[src/rtl/ysyx_pkg.sv]
// Shared types and defaults for the integer register write-back path.
// Width macros fall back to RV32I-sized defaults when the build does not set them.
`ifndef YSYX_XLEN
`define YSYX_XLEN 32
`endif
`ifndef YSYX_REG_LEN
`define YSYX_REG_LEN 5
`endif
`ifndef YSYX_REG_NUM
`define YSYX_REG_NUM 32
`endif

package ysyx_pkg;

  localparam int XLEN_DEF    = `YSYX_XLEN;
  localparam int REG_LEN_DEF = `YSYX_REG_LEN;
  localparam int REG_NUM_DEF = `YSYX_REG_NUM;
  localparam int CNT_W_DEF   = 2;

  typedef struct packed {
    logic                valid;
    logic [4:0]          rd;
    logic [XLEN_DEF-1:0] wdata;
  } wb_req_t;

endpackage

[src/rtl/ysyx_wb_rr_arb2.sv]
// Two-way round-robin grant for the write-back port (bit 0 = EXU, bit 1 = LSU).
// The last pointer only moves on a tie, so a lone requester never costs the other its turn.
module ysyx_wb_rr_arb2 (
  input  logic       clock,
  input  logic       reset,
  input  logic       flush,
  input  logic [1:0] req,
  output logic [1:0] gnt
);

  logic last;

  always_comb begin
    gnt = 2'b00;
    if (!flush) begin
      case (req)
        2'b01:   gnt = 2'b01;
        2'b10:   gnt = 2'b10;
        2'b11:   gnt = last ? 2'b01 : 2'b10;
        default: gnt = 2'b00;
      endcase
    end
  end

  always_ff @(posedge clock or negedge reset) begin
    if (!reset) begin
      last <= 1'b1;
    end else if (!flush && (req == 2'b11)) begin
      last <= gnt[1];
    end
  end

endmodule

[src/rtl/ysyx_reg_wb_arb.sv]
// Write-back arbiter and RAW scoreboard in front of ysyx_reg's single write port.
// Optional forwarding of the in-flight write is enabled by YSYX_WB_BYPASS_EN.
module ysyx_reg_wb_arb
  import ysyx_pkg::*;
#(
  parameter int XLEN    = XLEN_DEF,
  parameter int REG_LEN = REG_LEN_DEF,
  parameter int REG_NUM = REG_NUM_DEF,
  parameter int CNT_W   = CNT_W_DEF
) (
  input  logic            clock,
  input  logic            reset,
  input  logic            issue_valid,
  input  logic [4:0]      issue_rd,
  output logic            issue_ready,
  input  logic            flush,
  input  logic            exu_valid,
  output logic            exu_ready,
  input  logic [4:0]      exu_rd,
  input  logic [XLEN-1:0] exu_wdata,
  input  logic            lsu_valid,
  output logic            lsu_ready,
  input  logic [4:0]      lsu_rd,
  input  logic [XLEN-1:0] lsu_wdata,
  output logic            rf_wen,
  output logic [4:0]      rf_waddr,
  output logic [XLEN-1:0] rf_wdata,
  input  logic [4:0]      s1addr,
  input  logic [4:0]      s2addr,
  output logic            s1_busy,
  output logic            s2_busy,
  output logic            s1_fwd_valid,
  output logic            s2_fwd_valid,
  output logic [XLEN-1:0] s1_fwd_data,
  output logic [XLEN-1:0] s2_fwd_data
);

  localparam logic [CNT_W-1:0] CNT_MAX = '1;

  logic [CNT_W-1:0]   cnt [REG_NUM];
  wb_req_t            exu_req;
  wb_req_t            lsu_req;
  wb_req_t            win_req;
  logic [1:0]         gnt;
  logic               wb_fire;
  logic               issue_fire;
  logic [REG_LEN-1:0] issue_idx;
  logic [REG_LEN-1:0] wb_idx;
  logic [REG_NUM-1:0] inc_vec;
  logic [REG_NUM-1:0] dec_vec;

  assign exu_req = '{valid: exu_valid, rd: exu_rd, wdata: exu_wdata};
  assign lsu_req = '{valid: lsu_valid, rd: lsu_rd, wdata: lsu_wdata};

  ysyx_wb_rr_arb2 u_arb (
    .clock (clock),
    .reset (reset),
    .flush (flush),
    .req   ({lsu_valid, exu_valid}),
    .gnt   (gnt)
  );

  assign exu_ready = gnt[0];
  assign lsu_ready = gnt[1];
  assign win_req   = gnt[1] ? lsu_req : exu_req;
  assign wb_fire   = (|gnt) && win_req.valid;

  assign issue_idx   = issue_rd[REG_LEN-1:0];
  assign wb_idx      = win_req.rd[REG_LEN-1:0];
  assign issue_ready = (issue_idx == '0) || (cnt[issue_idx] != CNT_MAX);
  assign issue_fire  = issue_valid && issue_ready && !flush;

  always_comb begin
    inc_vec = '0;
    dec_vec = '0;
    if (issue_fire && (issue_idx != '0)) inc_vec[issue_idx] = 1'b1;
    if (wb_fire && (wb_idx != '0))       dec_vec[wb_idx]    = 1'b1;
  end

  // A decrement on an empty counter is a write-back that survived a flush; it saturates.
  always_ff @(posedge clock or negedge reset) begin
    if (!reset) begin
      for (int i = 0; i < REG_NUM; i++) cnt[i] <= '0;
    end else if (flush) begin
      for (int i = 0; i < REG_NUM; i++) cnt[i] <= '0;
    end else begin
      for (int i = 0; i < REG_NUM; i++) begin
        case ({inc_vec[i], dec_vec[i]})
          2'b10:   cnt[i] <= cnt[i] + CNT_W'(1);
          2'b01:   if (cnt[i] != '0) cnt[i] <= cnt[i] - CNT_W'(1);
          default: cnt[i] <= cnt[i];
        endcase
      end
    end
  end

  always_ff @(posedge clock or negedge reset) begin
    if (!reset) begin
      rf_wen   <= 1'b0;
      rf_waddr <= '0;
      rf_wdata <= '0;
    end else if (wb_fire) begin
      rf_wen   <= (win_req.rd != 5'd0);
      rf_waddr <= win_req.rd;
      rf_wdata <= win_req.wdata;
    end else begin
      rf_wen   <= 1'b0;
    end
  end

  logic [4:0] q_addr [2];
  logic       q_busy [2];
  logic       q_fwd  [2];

  assign q_addr[0] = s1addr;
  assign q_addr[1] = s2addr;

  for (genvar k = 0; k < 2; k++) begin : g_query
    logic q_nz;
    logic q_pend;
    logic q_infl;

    assign q_nz   = (q_addr[k] != 5'd0);
    assign q_pend = (cnt[q_addr[k][REG_LEN-1:0]] != '0);
    // The counter drops at acceptance, one cycle before the register file holds the value.
    assign q_infl = rf_wen && (rf_waddr == q_addr[k]);
`ifdef YSYX_WB_BYPASS_EN
    assign q_fwd[k]  = q_infl && !q_pend && q_nz;
    assign q_busy[k] = (q_pend || q_infl) && q_nz && !q_fwd[k];
`else
    assign q_fwd[k]  = 1'b0;
    assign q_busy[k] = (q_pend || q_infl) && q_nz;
`endif
  end

  assign s1_busy      = q_busy[0];
  assign s2_busy      = q_busy[1];
  assign s1_fwd_valid = q_fwd[0];
  assign s2_fwd_valid = q_fwd[1];
  assign s1_fwd_data  = q_fwd[0] ? rf_wdata : '0;
  assign s2_fwd_data  = q_fwd[1] ? rf_wdata : '0;

endmodule

[config.mk]
export PLATFORM = sky130hd
export DESIGN_NAME = ysyx_reg_wb_arb
export DESIGN_NICKNAME = d
export VERILOG_FILES = /design/src/rtl/ysyx_pkg.sv /design/src/rtl/ysyx_wb_rr_arb2.sv /design/src/rtl/ysyx_reg_wb_arb.sv
export SDC_FILE = /design/constraint.sdc
export NUM_CORES = 1
export LEC_CHECK = 0
export CORE_MARGIN = 2
export CORE_UTILIZATION = 50
export DETAILED_ROUTE_END_ITERATION = 8
export MAX_ROUTING_LAYER = met4
export PLACE_DENSITY_LB_ADDON = 0.25
export SYNTH_ARGS = -nofsm -noshare
export SYNTH_HDL_FRONTEND = slang
export SYNTH_SLANG_ARGS = --single-unit
[constraint.sdc]
create_clock -name clock -period 3.2 [get_ports clock]
set_input_delay 0.48 -clock clock [delete_from_list [all_inputs] [get_ports clock]]
set_output_delay 0.48 -clock clock [all_outputs]
set_load 0.02 [all_outputs]
# [After elaboration in Yosys (flattened, before gate mapping)]
# Cells that the tools add are included.
[op_classes] add_sub_neg=64 magnitude_cmp=7 eq_ne=102 n_mux=85 bitwise=3 reduce_logical=120
[op_table] cell="one-hot mux 2 bit (2 select lines)" n=32
[op_table] cell="inequality test 3 bit, second input constant" n=32
[op_table] cell="nonzero test 3 bit" n=32
[op_table] cell="two-way mux 2 bit" n=40
[op_table] cell="== test 2 bit, second input constant" n=34
[op_table] cell="nonzero test 2 bit" n=34
[op_table] cell="== test 2 x 1 -> 1 bit, second input constant" n=33
[op_table] cell="adder 2 x 1 -> 2 bit, second input constant" n=32
[op_table] cell="two-way mux 32 bit" n=2
[op_table] cell="two-way mux 64 bit" n=1
[op_table] cell="AND reduction 2 bit" n=32
[op_table] cell="subtractor 2 x 1 -> 2 bit, second input constant" n=32
[op_table] cell="two-way mux 38 bit" n=1
[op_table] cell="binary-select mux 2 bit (select 5 bit)" n=3
[op_table] cell="nonzero test 5 bit" n=4
[op_table] cell=">= comparator 6 bit, second input constant" n=3
[op_table] cell="NOT 5 -> 6 bit" n=3
[op_table] cell="logical AND 1 bit" n=12
[op_table] cell="less-than comparator 5 x 6 -> 1 bit, second input constant" n=2
[op_table] cell="demux 1 bit (select 5 bit)" n=2
[op_table] cell="== test 5 bit" n=2
[op_table] cell=">= comparator 5 x 1 -> 1 bit, second input constant" n=2
[op_table] cell="one-hot mux 2 bit (3 select lines)" n=1
[op_table] cell="zero test 5 bit" n=1
[op_table] cell="other kinds (5)" n=9
[word_totals] regBits=103

# [Longest topological paths before layout]
[depth] word_depth=13 mapped_depth=12 mapped_depth_nobuf=9

# [Hierarchy]
# A second synthesis with hierarchy kept.
[hier_totals] hier_cells=928 area_unflattened_um2=8277.9
[modules_own_cells] mod="ysyx_reg_wb_arb" n_inst=1 cells_per_inst=921 area_each_um2=8210.4 seq_area_each_um2=2552.4
[modules_own_cells] mod="ysyx_wb_rr_arb2" n_inst=1 cells_per_inst=7 area_each_um2=67.6 seq_area_each_um2=26.3

# [Worst setup path after synthesis]
# OpenSTA, ideal clock, no wires.
[synth_timing] path_kind="input -> output" start="input port issue_rd[1]" end="output port issue_ready" arrival_time_ns=2.219 required_ns=2.720 path_slack_ns=0.501 path_stages=9 path_buffers=3 path_cell_list="buf_2 -> or3b_1 -> o22ai_1 -> nor3_1 -> o211ai_4 -> nand2_2 -> buf_2 -> buf_2 -> a31o_2"
[synth_via] elab_chain_cells=6
[synth_rtl] item="start: declaration" line_no="ysyx_reg_wb_arb.sv:14" text="input logic [4:0] issue_rd,"
[synth_rtl] item="NOT 5 -> 6 bit (not written as such)" line_no="ysyx_reg_wb_arb.sv:70" text="assign issue_ready = (issue_idx == '0) || (cnt[issue_idx] != CNT_MAX);"
[synth_rtl] item="binary-select mux 2 bit (select 5 bit)" line_no="ysyx_reg_wb_arb.sv:70"
[synth_rtl] item="two-way mux 2 bit (not written as such) (2 in series)" line_no="ysyx_reg_wb_arb.sv:70"
[synth_rtl] item="inequality test 2 bit" line_no="ysyx_reg_wb_arb.sv:70"
[synth_rtl] item="logical OR 1 bit *" line_no="ysyx_reg_wb_arb.sv:70"
[synth_rtl] item="end: declaration" line_no="ysyx_reg_wb_arb.sv:15" text="output logic issue_ready,"
# Mark *: on every way between the ends. The rest lies on a longest branch, timed or not. The select of a mux whose other input is x is not followed.

# [Worst setup path after layout]
[layout_timing] start="input port s1addr[2]" end="output port s1_busy"
[layout_via] elab_chain_cells=7
[layout_rtl] item="start: declaration" line_no="ysyx_reg_wb_arb.sv:28" text="input logic [4:0] s1addr,"
[layout_rtl] item="NOT 5 -> 6 bit (not written as such)" line_no="ysyx_reg_wb_arb.sv:124" text="assign q_pend = (cnt[q_addr[k][REG_LEN-1:0]] != '0);"
[layout_rtl] item="binary-select mux 2 bit (select 5 bit)" line_no="ysyx_reg_wb_arb.sv:124"
[layout_rtl] item="two-way mux 2 bit (not written as such) (2 in series)" line_no="ysyx_reg_wb_arb.sv:124"
[layout_rtl] item="nonzero test 2 bit" line_no="ysyx_reg_wb_arb.sv:124"
[layout_rtl] item="logical OR 1 bit" line_no="ysyx_reg_wb_arb.sv:132" text="assign q_busy[k] = (q_pend || q_infl) && q_nz;"
[layout_rtl] item="logical AND 1 bit *" line_no="ysyx_reg_wb_arb.sv:132"
[layout_rtl] item="end: declaration" line_no="ysyx_reg_wb_arb.sv:30" text="output logic s1_busy,"
# Marks and branches as above.

==> results.py <==
metrics = {
    "die": {
        "fp.dieW_um": 128.3,
        "start_util_pct": 50.98,
        "io_pins": 204,
        "die_height_um": 128.3,
        "rows": 45,
        "coreArea_um2": 15150,
        "dieArea_um2": 16450,
    },
    "yosys": {
        "async_reset_ff_share_pct": 100.0,
        "ys_warn_count": 0,
        "synth_seq_cells": 103,
        "synth-main-ff-cell": "dfrtp_1",
        "avgSynthCellArea_um2": 8.705,
        "synthesis.area_um2": 7721,
        "synth.distinct_cells": 75,
        "yosys.area.top_type": "dfrtp_1",
        "ys_seq_area_share_pct": 33.40,
        "synth_top_area_share_pct": 33.06,
        "syn-instance-count": 887,
        "yosys-top-cells-area": "dfrtp_1 (33%), mux2i_1 (9.1%), buf_4 (6.6%)",
        "synth_edf_count": 0,
    },
    "power_and_ir_drop": {
        "pwr-share-comb_pct": 29.9,
        "swShare_pct": 33.94,
        "p_int_uw": 2429,
        "irDropWorstVdd_v": 0.0002930,
        "seqPwrFrac_pct": 39.9,
        "leakagePower_uw": 0.004102,
        "power_frac_clock_pct": 30.2,
        "p_per_area_nw_per_um2": 379.4,
        "p_switching_uw": 1248,
    },
    "clocking": {
        "clk_path_buf_depth": 2,
        "cts_root_buf": "clkbuf_16",
        "clkSinkCount": 103,
        "ctsHoldBuffers": 0,
        "htree_levels": 3,
        "clock_latency_ns": 0.36,
        "path_clk_slew_ns": 0.08,
        "cts_buffers": 9,
        "cts_tree": "yes",
    },
    "global_route": {
        "grt_overflow": 0,
        "first_global_vias": 6910,
        "grt_usage_pct": 29.59,
        "grt_max_degree": 66,
        "grt_pass1_wl_mm": 36.66,
        "antenna_found_initial": 0,
    },
    "sta": {
        "setup_viol": 0,
        "finalHoldViolations": 0,
        "worst_pin_slew_ns": 1.087,
        "period_minus_slack_ns": 3.143,
        "skew_ns": 0.01145,
        "min_period_over_period_pct": 98.21,
        "slew_headroom_pct": 26.87,
        "rsz0062_at_grt": "false",
        "fmax_mhz": 318.2,
        "setup_tns_ns": 0,
        "drv_slew": 0,
    },
    "setup_path": {
        "max_stage_delay_ns": 0.50,
        "r2r_slack_ns": 0.29,
        "crit_required_ns": 2.72,
        "reg2reg_to": "cnt[36]",
        "startpoint_type": "primary input",
        "path_max_fanout": 10,
        "reg2reg_depth": 7,
        "cp-end-kind": "output pin",
        "critPathSlowestCell": "clkdlybuf4s50_1",
        "rr_startpoint": "u_arb.last",
        "cp_cell_sequence": "clkdlybuf4s50_1, buf_12, mux4_2, a21oi_1, mux4_2, a31oi_1, a21oi_1, dlygate4sd2_1",
        "crit_type": "in2out",
        "cp.arrival_ns": 2.66,
    },
    "placement": {
        "hpwl_mm": 18.34,
        "place.gp.congestion": 1.045,
        "placed_area_um2": 9399,
        "io_buffers": 137,
    },
    "route": {
        "drc": 0,
        "vias_per_cell": 5.951,
        "first_pass_iters": 6,
        "vias": 7373,
        "drtAntennaViolNets": 0,
        "wirelength_mm": 23.44,
        "wl_per_cell_um": 18.92,
        "dr.first_iter.drc_count": 729,
    },
    "finish": {
        "antenna_cells": 0,
        "drive_above_1_share_pct": 11.61,
        "final_nets": 1141,
        "final_cell_area_um2": 9693,
        "area_growth_pct": 25.54,
    },
    "status": {
        "status": "complete, no violations",
    },
    "hold_path": {
        "holdCritPathClass": "in2async",
    },
    "job": {
        "maxCapViolCount": 0,
    },
}
registers in the layout (all words and copies together), names as in the netlist:
register / flops
rf_waddr: 5
cnt: 64
u_arb.last: 1
rf_wen: 1
rf_wdata: 32
cells by family after synthesis:
| logic type | synth area share (%) |
|---|---|
| and+or+nand+nor | 20.37 |
| AOI/OAI and AO/OA | 20.69 |
| DFF | 33.40 |
| buffers and inverters | 9.966 |
| xor gates and xnor gates | 1.928 |
| muxes | 13.60 |
| other | 0.04857 |
worst max-delay path: cells and delay by family:
family | cells | cell delay [ns]
buffers and inverters | 3 | 1.01
multiplexers | 2 | 0.77
AO/OA/AOI/OAI | 3 | 0.40
cell type report:
type / count / area [µm²]
Clock buffer: 9 / 225.2
Clock inverter: 7 / 68.82
Multi-Input combinational cell: 719 / 4644
Tap cell: 188 / 235.2
Fill cell: 1289 / 5453
Inverter: 13 / 53.80
Timing Repair Buffer: 200 / 1887
Sequential cell: 103 / 2579
worst max path at each step:
stage	startpoint	endpoint	slack [ns]
6_report	s1addr[2]	s1_busy	0.06
2_1_floorplan	issue_rd[1]	issue_ready	0.50
4_1_cts	s1addr[1]	s1_busy	0.07
3_3_place_gp	s1addr[2]	s1_busy	-0.14
3_5_place_dp	s1addr[2]	s1_busy	-0.18
5_1_grt	s1addr[1]	s1_busy	0.005
synth_stat cells, types with 10 or more instances:
library cell  instances
a31oi_1              13
a21oi_1              51
nand2_1              71
dfrtp_1             102
nor2_1               67
clkbuf_1             35
xor2_1               10
mux2i_1              70
and3_1               12
mux4_2               12
nand2b_1             19
o21a_1               13
inv_1                11
and4_1               10
o21ai_0              68
nor3_1               40
buf_4                68
nand3_1              16
a211oi_1             33
buf_2                11
per-layer routing:
| layer | up-vias | routed length (µm) | global-route usage, % |
|---|---|---|---|
| li1 | 3453 | - | - |
| met1 | 3518 | 9627 | 38.30 |
| met2 | 332 | 11210 | 46.25 |
| met3 | 70 | 1690 | 5.676 |
| met4 | 0 | 914 | 10.99 |
| met5 | - | 0 | - |
metrics by stage:
stage                     setup slack [ns]  util [%]  total power [µW]  hold WS [ns]  std cells
after global routing              0.005199     64.00              3853        0.3037       1239
after floorplan                     0.5010         -              2121        0.1844        952
after global placement             -0.1439     62.06              2573        0.4610       1223
after CTS                          0.06616     63.97              3698        0.2655       1239
final                              0.05741     64.00              3678        0.2281       1239
after detailed placement           -0.1835     62.06              2587        0.4697       1223
power groups by stage:
stage	clock network (µW)	logic, µW	registers (µW)
final	1110	1100	1470
after global placement	0	1080	1490
after global routing	1200	1180	1480
after CTS	1130	1100	1470
after floorplan	0	544	1580
after detailed placement	0	1100	1490
repair_timing:
item | CTS | global route
gates cloned | 0 | 0
resized for setup | 4 | 2
endpoints found under the setup margin | 3 | 1
buffers inserted | 0 | 0
placed cells by master (no fill, tap or decap), drive strengths merged, types with 12 or more instances in the layout:
cell | synthesis | layout
a31oi | 13 | 13
mux2i | 71 | 71
and3 | 13 | 13
a211oi | 33 | 33
o21a | 13 | 13
nor2 | 67 | 67
mux4 | 12 | 12
nor3 | 40 | 40
nand2 | 73 | 73
conb | 1 | 66
clkdlybuf4s50 | 0 | 129
buf | 82 | 67
inv | 11 | 17
o21ai | 74 | 74
nand2b | 19 | 19
a21oi | 51 | 51
dfrtp | 102 | 102
nand3 | 16 | 16
Note: power is estimated with default switching activity, not from simulation.
